`src/rtl/shift_unit_iter_pkg.sv`:
```
// Shared op codes, FSM states and op classification for the iterative shift unit.
// Pure declarations: no latency, no flow control.
package shift_pkg;

    localparam logic [2:0] OP_SLL     = 3'b000;
    localparam logic [2:0] OP_SLL_ALT = 3'b001;
    localparam logic [2:0] OP_SRL     = 3'b010;
    localparam logic [2:0] OP_SRA     = 3'b011;
    localparam logic [2:0] OP_ROL     = 3'b100;
    localparam logic [2:0] OP_ROR     = 3'b101;

    typedef enum logic [1:0] {
        IDLE = 2'd0,
        RUN  = 2'd1,
        DONE = 2'd2
    } state_t;

    function automatic logic op_is_reserved(input logic [2:0] op);
        return op[2] & op[1];
    endfunction

endpackage

```
`src/rtl/shift_unit_iter_step.sv`:
```
// One shift increment of 0..STEP positions in any mode; purely combinational,
// zero latency, no flow control. Reserved ops pass the data through.
module shift_step
    import shift_pkg::*;
#(
    parameter int WIDTH = 32,
    parameter int STEP  = 4,
    parameter int NW    = $clog2(STEP + 1)
) (
    input  logic [WIDTH-1:0] i_data,
    input  logic [NW-1:0]    i_n,
    input  logic [2:0]       i_op,
    input  logic             i_fill,
    output logic [WIDTH-1:0] o_data
);

    logic [31:0]      w_n32;
    logic [31:0]      w_comp;
    logic [WIDTH-1:0] w_fill_mask;

    always_comb begin
        w_n32       = 32'(i_n);
        w_comp      = 32'(WIDTH) - w_n32;
        // SRA fill comes from the operand's original MSB, not the working value
        w_fill_mask = i_fill ? ~({WIDTH{1'b1}} >> w_n32) : '0;
        o_data      = i_data;
        case (i_op)
            OP_SLL, OP_SLL_ALT: o_data = i_data << w_n32;
            OP_SRL:             o_data = i_data >> w_n32;
            OP_SRA:             o_data = (i_data >> w_n32) | w_fill_mask;
            OP_ROL:             o_data = (i_data << w_n32) | (i_data >> w_comp);
            OP_ROR:             o_data = (i_data >> w_n32) | (i_data << w_comp);
            default:            o_data = i_data;
        endcase
    end

endmodule

```
`src/rtl/shift_unit_iter.sv`:
```
// Iterative shifter: up to STEP positions per cycle, result after max(1, ceil(amt/STEP)) edges.
// Result held in DONE until out_ready; in_ready only in IDLE; flush aborts any op.
module shift_unit_iter
    import shift_pkg::*;
#(
    parameter int   WIDTH = 32,
    parameter int   STEP  = 4,
    localparam int  SHW   = $clog2(WIDTH)
) (
    input  logic             clk,
    input  logic             reset,
    input  logic             flush,
    input  logic             in_valid,
    output logic             in_ready,
    input  logic [WIDTH-1:0] in_data,
    input  logic [SHW-1:0]   in_amt,
    input  logic [2:0]       in_op,
    output logic             out_valid,
    input  logic             out_ready,
    output logic [WIDTH-1:0] out_data,
    output logic             out_illegal
);

    localparam int NW = $clog2(STEP + 1);

    state_t           r_state;
    state_t           w_state_nxt;
    logic [WIDTH-1:0] r_work;
    logic [SHW-1:0]   r_rem;
    logic [2:0]       r_op;
    logic             r_sign;
    logic [WIDTH-1:0] r_out_data;
    logic             r_out_illegal;

    logic             w_idle;
    logic             w_accept;
    logic             w_to_done;
    logic [WIDTH-1:0] w_src_data;
    logic [2:0]       w_src_op;
    logic             w_src_fill;
    logic [31:0]      w_src_rem;
    logic [31:0]      w_n32;
    logic [SHW-1:0]   w_rem_nxt;
    logic [NW-1:0]    w_step_n;
    logic [WIDTH-1:0] w_step_out;

    assign w_idle      = (r_state == IDLE);
    assign in_ready    = w_idle;
    assign out_valid   = (r_state == DONE);
    assign out_data    = r_out_data;
    assign out_illegal = r_out_illegal;

    // In IDLE the first increment is taken straight from the request inputs
    always_comb begin
        w_src_data = w_idle ? in_data : r_work;
        w_src_op   = w_idle ? in_op : r_op;
        w_src_fill = w_idle ? in_data[WIDTH-1] : r_sign;
        w_src_rem  = w_idle ? 32'(in_amt) : 32'(r_rem);
        w_n32      = '0;
        if (!op_is_reserved(w_src_op)) begin
            w_n32 = (w_src_rem <= 32'(STEP)) ? w_src_rem : 32'(STEP);
        end
        w_rem_nxt  = op_is_reserved(w_src_op) ? '0 : SHW'(w_src_rem - w_n32);
        w_step_n   = NW'(w_n32);
    end

    shift_step #(
        .WIDTH (WIDTH),
        .STEP  (STEP),
        .NW    (NW)
    ) u_step (
        .i_data (w_src_data),
        .i_n    (w_step_n),
        .i_op   (w_src_op),
        .i_fill (w_src_fill),
        .o_data (w_step_out)
    );

    always_ff @(posedge clk or posedge reset) begin
        if (reset) begin
            r_state <= IDLE;
        end else begin
            r_state <= w_state_nxt;
        end
    end

    always_comb begin
        w_state_nxt = r_state;
        w_accept    = 1'b0;
        case (r_state)
            IDLE: begin
                if (in_valid) begin
                    w_accept    = 1'b1;
                    w_state_nxt = (w_rem_nxt == '0) ? DONE : RUN;
                end
            end
            RUN: begin
                if (w_rem_nxt == '0) begin
                    w_state_nxt = DONE;
                end
            end
            DONE: begin
                if (out_ready) begin
                    w_state_nxt = IDLE;
                end
            end
            default: w_state_nxt = IDLE;
        endcase
        if (flush) begin
            w_state_nxt = IDLE;
            w_accept    = 1'b0;
        end
        w_to_done = (w_state_nxt == DONE) && (r_state != DONE);
    end

    always_ff @(posedge clk or posedge reset) begin
        if (reset) begin
            r_work        <= '0;
            r_rem         <= '0;
            r_op          <= '0;
            r_sign        <= 1'b0;
            r_out_data    <= '0;
            r_out_illegal <= 1'b0;
        end else if (flush) begin
            r_out_illegal <= 1'b0;
        end else begin
            if (w_accept) begin
                r_op   <= in_op;
                r_sign <= in_data[WIDTH-1];
            end
            if (w_accept || (r_state == RUN)) begin
                r_work <= w_step_out;
                r_rem  <= w_rem_nxt;
            end
            if (w_to_done) begin
                r_out_data    <= w_step_out;
                r_out_illegal <= op_is_reserved(w_src_op);
            end
        end
    end

endmodule
```
`config.mk`:
```
export PLATFORM = sky130hd
export DESIGN_NAME = shift_unit_iter
export DESIGN_NICKNAME = d
export VERILOG_FILES = /design/src/rtl/shift_unit_iter_pkg.sv /design/src/rtl/shift_unit_iter_step.sv /design/src/rtl/shift_unit_iter.sv
export SDC_FILE = /design/constraint.sdc
export NUM_CORES = 1
export LEC_CHECK = 0
export ABC_AREA = 0
export CAP_MARGIN = 20
export CORE_MARGIN = 8
export CORE_UTILIZATION = 30
export DETAILED_ROUTE_END_ITERATION = 10
export HOLD_SLACK_MARGIN = 0.03
export PLACE_DENSITY = 0.56
export SKIP_LAST_GASP = 1
export SLEW_MARGIN = 40
export SYNTH_ARGS = -nofsm -noshare
export SYNTH_HDL_FRONTEND = slang
export SYNTH_SLANG_ARGS = --single-unit
```
`constraint.sdc`:
```
create_clock -name clk -period 9.8 [get_ports clk]
set_input_delay 1.47 -clock clk [delete_from_list [all_inputs] [get_ports clk]]
set_output_delay 1.47 -clock clk [all_outputs]
set_load 0.03 [all_outputs]
```
---- Word level (Yosys, flattened, before mapping) ----
Index checks and enable logic that the tools add are counted.
cells by class
  add/sub/neg operators ................... 2
  magnitude comparators ................... 1
  equality and inequality tests ........... 9
  shift-type cells ........................ 5
  muxes and demuxes ....................... 20
  bitwise gates (word level) .............. 6
  reduce and logical (&&, ||, !) cells .... 10
operator list
  cell                     number
  $pmux W32 S5             1
  $or A32 B32 Y32          3
  $mux W32                 2
  $not A32 Y32             1
  $shl A32 B3 Y32          1
  $shl A32 B32 Y32         1
  $shr A32 B3 Y32          1
  $shr A32 B3 Y32 const A  1
  $shr A32 B32 Y32         1
  $mux W5                  4
  $mux W2                  5
  $sub A6 B3 Y7 const A    1
  $eq A3 B2 Y1 const B     2
  $eq A3 B3 Y1 const B     2
  $mux W1                  6
  $pmux W2 S3              1
  $reduce_and A2 Y1        3
  $le A5 B3 Y1 const B     1
  $logic_not A5 Y1         1
  $sub A5 B5 Y5            1
  $eq A2 B2 Y1 const B     2
  $eq A3 B1 Y1 const B     1
  $logic_not A3 Y1         1
  $mux W3                  1
  9 further kinds          9
word-level totals
  bits in registers ....................... 76
  bits of input ports ..................... 45
  output and inout port bits .............. 35
  word-level logic and storage cells ...... 60

---- Depth between registers and ports, before layout ----
Gate-level depths: netlist of run 1.
  word-level depth ........................ 16
  mapped depth ............................ 21
  mapped depth without buffers ............ 17

---- Cells and area by module ----
A second synthesis of run 1 with hierarchy kept.
second synthesis, totals
  cells, all modules ...................... 941
  area total of the unflattened synthesis .. 8582.0 µm²
by module, submodules not included
  module           times used  cells each  area an instance (µm²)  seq. area each (µm²)
  shift_step       1           607         4931.0                  0.0
  shift_unit_iter  1           334         3651.0                  1901.8

---- Worst setup path after synthesis of run 1 ----
Ideal clock, no wire load.
  kind .................................... input port to flip-flop
  start ................................... input port in_op[2]
  end ..................................... register r_out_data[0] (netlist: out_data[0])
  library setup time ...................... 0.135 ns
  data arrival time ....................... 5.293 ns
  required time ........................... 9.665 ns
  setup slack ............................. 4.372 ns
  stages on the path ...................... 18
  path buffers ............................ 6
  cell sequence ........................... nor4bb_1 or4_1 buf_2 nor3_4 inv_2 buf_2 buf_2 ha_1 inv_1 ha_1 clkbuf_1 clkinv_1 clkbuf_1 clkbuf_1 mux2i_1 o22ai_1 nor4b_1 o31ai_1
between the ends
  word-level cells in the longest chain between the ends .. 13
  elaborated cells on any way between the ends .. 33
  classes of those cells .................. add/sub: 2; eq/ne: 6; shift: 5; mux: 10; bitwise: 5; reduce/logical: 5
ends and longest elaborated chain
  item                         line                                          RTL
  from (decl)                  shift_unit_iter.sv:17                         input logic [2:0] in_op,
  $mux W3 (*)                  shift_unit_iter.sv:56                         w_src_op = w_idle ? in_op : r_op;
  $and A1 B1 Y1                shift_unit_iter_pkg.sv:19                     return op[2] & op[1];
  $mux W5                      shift_unit_iter.sv:60                         if (!op_is_reserved(w_src_op)) begin
  $sub A5 B5 Y5                shift_unit_iter.sv:63                         w_rem_nxt = op_is_reserved(w_src_op) ? '0 : SHW'(w_src_rem - w_n32);
  $mux W5                      shift_unit_iter.sv:63
  $logic_not A5 Y1             shift_unit_iter.sv:94, shift_unit_iter.sv:98
  $mux W2                      shift_unit_iter.sv:94                         w_state_nxt = (w_rem_nxt == '0) ? DONE : RUN;
  $mux W2                      shift_unit_iter.sv:92                         if (in_valid) begin
  $pmux W2 S3                  shift_unit_iter.sv:90                         case (r_state)
  $mux W2                      shift_unit_iter.sv:109                        if (flush) begin
  $eq A2 B2 Y1                 shift_unit_iter.sv:113                        w_to_done = (w_state_nxt == DONE) && (r_state != DONE);
  $logic_and A1 B1 Y1          shift_unit_iter.sv:113
  $reduce_and A2 Y1 (no line)  n/a
  to (signal assigned)         shift_unit_iter.sv:136                        r_out_data <= w_step_out;
  to (decl)                    shift_unit_iter.sv:32                         logic [WIDTH-1:0] r_out_data;
Every way passes the cells marked *; elsewhere a longest branch is shown, timed or not.
A chain may end at the register's enable or synchronous reset.

---- Final worst setup path of run 1 ----
  start ................................... input port in_op[2]
  end ..................................... register r_out_data[24] (netlist: out_data[24])
Same word-level chain as after synthesis.

==> flow_summary_export.csv, run 1 <==
group,metric,value,unit
floorplanning,dieArea,0.03238,mm^2
sta,fin_crit,7.138,ns
floorplanning,num_rows,60,
detailed_routing,finalWirelength,49.11,mm
logic_synthesis,ys_seq_elements,76,
setup_path,rr_startpoint,"r_state[0]",
sta,worstMarginPinSlew,0.9626,ns
sta,setup_violations,0,
cts,cts_hold_buffers,0,
logic_synthesis,synthDistinctLibCells,82,
cts,cts.reportedPaths.clkPinSlew,0.07,ns
logic_synthesis,syn_area_per_cell,7.874,um^2
setup_path,r2r_end,"out_data[24]",
sta,fmax,140.1,MHz
sta,max_slew_margin,0.3583,
detailed_routing,drt-initial-drc-count,1479,
cells_and_area,area_growth,20.36,%
logic_synthesis,syn_nets,1077,
floorplanning,ioPinCount,80,
logic_synthesis,ys.flop_type,"dfrtp_1",
outcome,status,"finished clean",
cts,cts_tree,"yes",
logic_synthesis,ys_warn_count,0,
detailed_routing,dr.pass1.iters,7,
logic_synthesis,synth_top_area_share,0.2359,
setup_path,r2r_cells,18,
logic_synthesis,synth_compound_area_frac,0.3409,
floorplanning,die_w,179.9,um
cells_and_area,antennaDiodeCount,0,
cts,cts_sinks,76,
logic_synthesis,synth_area_leaders,"dfrtp_1, mux2i_1, mux2_2, nand2_1, a21oi_1",
setup_path,cp-end-kind,"register",
cts,numCtsBuffers,9,
cells_and_area,final_nets,1137,
place,place_congestion,1.033,
sta,slew_violations,0,
floorplanning,start_util,0.3025,
detailed_routing,via_per_inst,6.926,
logic_synthesis,ys_async_sr_fraction,1.000,
grt,grtUsageTotal,0.2930,
cts,post_cts_buffers,0,
min_path,holdPathStages,2,
sta,grt_setup_unrepaired,"false",
min_path,hold_class,"reg -> reg",
setup_path,critPathMaxFanout,40,
pwr,p_leak,3.822,nW
cts,htree_levels,3,
setup_path,cp-start-kind,"primary input",
detailed_routing,detail-route-antenna-nets,0,
job,maxCapViolations,0,
pwr,power,3.958,mW
logic_synthesis,synth_common_cells,"nand2_1, nor2_1, a21oi_1",
sta,fin_crit_sh,0.7283,
logic_synthesis,seq_area_frac_synth,0.2359,
cts,cts-root-buf,"clkbuf_16",
place,place_hpwl,35.18,mm
logic_synthesis,yosysMostFrequentCell,"nand2_1",
setup_path,cp_data_arrival_time,7.37,ns
floorplanning,core,0.02665,mm^2
logic_synthesis,syn_inst,1024,
logic_synthesis,synth_top_family_by_area,"compound AO/OA/AOI/OAI gates",
cells_and_area,layout-drive-gt1-share,0.1460,
setup_path,path_class,"in -> reg",
grt,grt_antenna_before_repair,0,
place,port_buffers,79,
detailed_routing,num_vias,9904,
floorplanning,die_height,179.9,um
setup_path,reg2reg_setup_slack,3.13,ns
logic_synthesis,post-synth-top-area-cell,"dfrtp_1",
grt,grt.overflow.total,0,
grt,grt_pass1_vias,9335,
logic_synthesis,yosys.area_share.simple,0.1848,
min_path,hp-start,"r_rem[0]",
logic_synthesis,yosys.area_share.adder,0.01335,
cts,clock_latency,0.36,ns
cts,post_cts_resized,0,
setup_path,crit_required,10.04,ns
detailed_routing,wl_per_cell,34.34,um
logic_synthesis,synth_edf_count,0,
sta,tns,0,ns
sta,fin_skew,0.01416,ns
pwr,irDropWorstVdd,0.0001606,V
grt,grt_pass1_wl,70.76,mm
cts,cts_buffer_depth,2,
logic_synthesis,muxShareOfSynthArea,0.1679,
pwr,power.density,407.9,mW/mm^2
grt,grt_max_degree,73,
logic_synthesis,syn_area,0.008063,mm^2
detailed_routing,drc,0,
sta,hold_viol_final,0,
logic_synthesis,synthXorXnorAreaFrac,0.004345,
min_path,holdPathEnd,"r_rem[0]",
## critical path: stages
cell,delay (ns)
clkdlybuf4s50_1,0.57
nor4bb_1,0.67
nor4_2,0.12
buf_4,0.28
nand3_1,0.18
buf_4,0.46
inv_1,0.10
buf_4,0.32
fa_1,0.54
nor2b_1,0.17
a221oi_1,0.61
xnor2_1,0.16
a41o_1,0.39
nand2_2,0.47
buf_4,0.44
mux2_2,0.38
## kinds of logic (layout without fill, tap and decap cells)
kind of cell | after synthesis | in the layout
AO/OA/AOI/OAI | 401 | 401
AND/OR/NAND/NOR | 322 | 322
multiplexers | 116 | 116
buffers and inverters | 96 | 161
flip-flops | 76 | 76
adder cells (fa/ha/maj) | 8 | 8
XOR/XNOR | 4 | 4
other | 1 | 1
## cell type report
class	count	area [um^2]
multi-input cells	852	5844
inverters	14	53.80
clock buffers	9	225.2
well taps	341	426.7
fillers	2778	16950
repair buffers	131	1189
flip-flops and latches	76	1902
clock inverters	7	63.81
## cells in the final DEF (no fill, tap or decap), types with 11 or more instances in the layout
master           instances
a31oi_1                 20
nand3_1                 25
mux2i_1                 58
nand4_1                 11
nor3_1                  32
a211oi_1                16
nor4_1                  12
nand2_1                119
a22o_1                  16
dfrtp_1                 76
o21ai_0                 66
a22oi_1                 11
nor2_1                  75
buf_4                   50
o211ai_1                14
mux2_2                  40
o221ai_1                12
a21oi_1                 77
o22ai_1                 32
clkdlybuf4s50_1         79
o31ai_1                 43
## registers in the layout, summed over array words and instances, names as in the netlist
register,flops
out_data,32
r_work,32
r_rem,5
r_op,3
r_state,2
out_illegal,1
r_sign,1
## worst max path at each step
stage,startpoint,to,depth (start not counted)
floorplan,in_op[2],out_data[0],18
global placement,in_op[2],out_data[15],17
detailed placement,in_op[2],out_data[24],16
CTS,in_op[2],out_data[24],16
global route,in_op[2],out_data[24],16
finish,in_op[2],out_data[24],16
## through the flow
step	utilization	instances	setup slack, ns	instance area (um^2)	hold slack [ns]
finish	0.3641	1430	2.662	9704	0.4762
CTS	0.3635	1430	2.706	9687	0.4793
global route	0.3641	1430	2.215	9704	0.5078
global placement	0.3502	1414	2.374	9333	0.4607
detailed placement	0.3526	1414	2.373	9398	0.4632
floorplan	-	1024	4.372	8063	0.4446
## where the power goes
part / switching, mW / internal, mW / leakage (nW)
Clock: 0.170 / 0.179 / 0.143
Combinational: 2.11 / 0.949 / 2.73
Sequential: 0.0989 / 0.453 / 0.953
Total: 2.38 / 1.58 / 3.82
## per-layer routing
metal  track usage  share of wire  routed length, um  vias to the layer above
met5             0              0                  0                        -
met4        0.1297          0.056               2749                        0
met3       0.08508           0.11               5622                      174
met2        0.4315           0.42              20480                      789
met1        0.3910           0.41              20260                     4815
li1              -              -                  -                     4126
(Power assumes the default switching activity.)
==> run 2, diff against run 1 <==
--- a/config.mk
+++ b/config.mk
@@ -11,7 +11,7 @@
 export CORE_UTILIZATION = 30
 export DETAILED_ROUTE_END_ITERATION = 10
 export HOLD_SLACK_MARGIN = 0.03
-export PLACE_DENSITY = 0.56
+export PLACE_DENSITY = 0.58
 export SKIP_LAST_GASP = 1
 export SLEW_MARGIN = 40
 export SYNTH_ARGS = -nofsm -noshare
==> constraint.sdc (replaced) <==
create_clock -name clk -period 6.2 [get_ports clk]
set_input_delay 0.93 -clock clk [delete_from_list [all_inputs] [get_ports clk]]
set_output_delay 0.93 -clock clk [all_outputs]
set_load 0.03 [all_outputs]
==> run 2 against run 1 <==
Sequential power up 56%. Count of clock-buffer cells in the layout unchanged. Combinational power up 58%.
==> flow_summary_export.csv, run 2 (same netlist as run 1, synthesis figures left out) <==
group,metric,value,unit
setup_path,crit_path_top_delay_cell,"a211oi_1",
sta,max_slew_margin,0.3748,
pwr,power,6.304,mW
sta,worstMarginPinSlew,0.9321,ns
min_path,hold_class,"reg -> reg",
sta,fin_crit_sh,0.8678,
cts,post_cts_buffers,0,
setup_path,cp-end-kind,"register",
cts,cts_buffer_depth,2,
floorplanning,core,0.02665,mm^2
setup_path,cpPeakStageDelay,0.81,ns
detailed_routing,wl_per_cell,32.55,um
setup_path,crit_required,6.40,ns
cells_and_area,layout-drive-gt1-share,0.1482,
cts,htree_levels,3,
cts,clock_latency,0.36,ns
sta,grt_setup_unrepaired,"false",
floorplanning,start_util,0.3025,
cts,cts_tree,"yes",
cts,cts_hold_buffers,0,
detailed_routing,detail-route-antenna-nets,0,
cts,post_cts_resized,0,
detailed_routing,finalWirelength,46.94,mm
cells_and_area,final_cell_mix,"nand2_1, clkdlybuf4s50_1, a21oi_1, nor2_1, dfrtp_1",
floorplanning,num_rows,60,
detailed_routing,num_vias,9887,
floorplanning,die_height,179.9,um
grt,grt_antenna_before_repair,2,
grt,grt.overflow.total,0,
cells_and_area,final_nets,1148,
grt,grt_max_degree,77,
sta,fin_skew,0.008790,ns
outcome,status,"finished clean",
min_path,hp-start,"out_data[14]",
min_path,holdPathEnd,"out_data[14]",
setup_path,cp_data_arrival_time,5.58,ns
pwr,power.density,643.7,mW/mm^2
grt,grt_pass1_vias,9418,
sta,slew_violations,0,
cts,cts-root-buf,"clkbuf_16",
sta,fmax,185.9,MHz
detailed_routing,drt-initial-drc-count,1601,
setup_path,r2r_end,"r_work[19]",
pwr,irDropWorstVdd,0.0002371,V
sta,tns,0,ns
place,port_buffers,79,
floorplanning,dieArea,0.03238,mm^2
cts,numCtsBuffers,9,
setup_path,rr_startpoint,"r_state[1]",
setup_path,r2r_cells,16,
grt,grtUsageTotal,0.2794,
grt,grt_pass1_wl,68.14,mm
cts,cts.reportedPaths.clkPinSlew,0.07,ns
place,place_hpwl,33.76,mm
min_path,holdPathStages,2,
cts,cts_sinks,76,
setup_path,path_class,"in -> reg",
sta,setup_violations,0,
setup_path,reg2reg_setup_slack,1.13,ns
detailed_routing,dr.pass1.iters,6,
detailed_routing,drc,0,
pwr,p_leak,3.898,nW
setup_path,cp-start-kind,"primary input",
detailed_routing,via_per_inst,6.856,
floorplanning,die_w,179.9,um
cells_and_area,final_common_cell,"nand2_1",
sta,fin_crit,5.380,ns
setup_path,critPathMaxFanout,17,
setup_path,crit_chain,"clkdlybuf4s50_1 > nor4bb_1 > buf_4 > or4_1 > nor3_4 > inv_2 > ha_1 > inv_1 > ha_1 > clkinv_1 > buf_4 > nor3_1 > a21oi_1 > o21ai_0 > a211oi_1 > o31ai_1",
job,maxCapViolations,0,
place,place_congestion,1.038,
cells_and_area,fill_cells,2723,
cells_and_area,area_growth,21.46,%
floorplanning,ioPinCount,80,
sta,hold_viol_final,0,
==> run 2: changes by cell type in the layout (fill, tap and decap cells not counted), sizes merged <==
cell,change
buf,+11
diode,+1
bufinv,+2
inv,-2
==> run 2: layout make-up <==
type / instances / area (um^2) / share of cell area
Inverter: 14 / 53.80 / 0.005494
Antenna cell: 1 / 2.502 / 0.0002555
Sequential cell: 76 / 1902 / 0.1942
Timing Repair Buffer: 142 / 1280 / 0.1307
Tap cell: 341 / 426.7 / 0.04357
Clock inverter: 7 / 106.4 / 0.01086
Clock buffer: 9 / 225.2 / 0.02300
Multi-Input combinational cell: 852 / 5797 / 0.5919
==> run 2: power by group <==
group	total, mW	leakage (nW)	switching, mW	internal (mW)
Clock	0.607	0.163	0.247	0.360
Sequential	0.861	0.953	0.144	0.717
Combinational	4.84	2.78	3.32	1.52
Total	6.30	3.90	3.71	2.59
==> run 2: layer usage <==
| layer | share of wire | GRT usage | up-vias |
|---|---|---|---|
| li1 | - | - | 4151 |
| met1 | 0.40 | 0.3654 | 4743 |
| met2 | 0.42 | 0.4129 | 801 |
| met3 | 0.12 | 0.08024 | 190 |
| met4 | 0.064 | 0.1427 | 2 |
| met5 | 0.00019 | 0 | - |
==> run 2: worst max-delay path by stage <==
stage                  start          end  slack [ns]  cells past startpoint
detailed placement  in_op[2]   r_work[19]        0.65                     16
floorplan           in_op[2]  out_data[0]        1.31                     18
global route        in_op[2]   r_work[19]        0.80                     16
finish              in_op[2]   r_work[19]        0.82                     16
global placement    in_op[2]   r_work[19]        0.65                     11
CTS                 in_op[2]   r_work[19]        1.00                     16
==> run 2: critical path: cells and delay by family <==
kind	cells	cell delay, ns
AND/OR/NAND/NOR	4	1.14
buffers and inverters	6	1.33
adder cells (fa/ha/maj)	2	0.49
AO/OA/AOI/OAI	4	1.67
==> run 2: per-stage QoR <==
stage | utilization | setup slack, ns | hold slack [ns] | instance area, um^2 | instances
after global routing | 0.3674 | 0.7999 | 0.5105 | 9791 | 1441
final | 0.3675 | 0.8199 | 0.4737 | 9793 | 1442
after floorplan | - | 1.312 | 0.4446 | 8063 | 1024
after detailed placement | 0.3536 | 0.6454 | 0.4662 | 9423 | 1424
after CTS | 0.3660 | 1.005 | 0.4815 | 9754 | 1440
after global placement | 0.3527 | 0.6539 | 0.4584 | 9400 | 1424
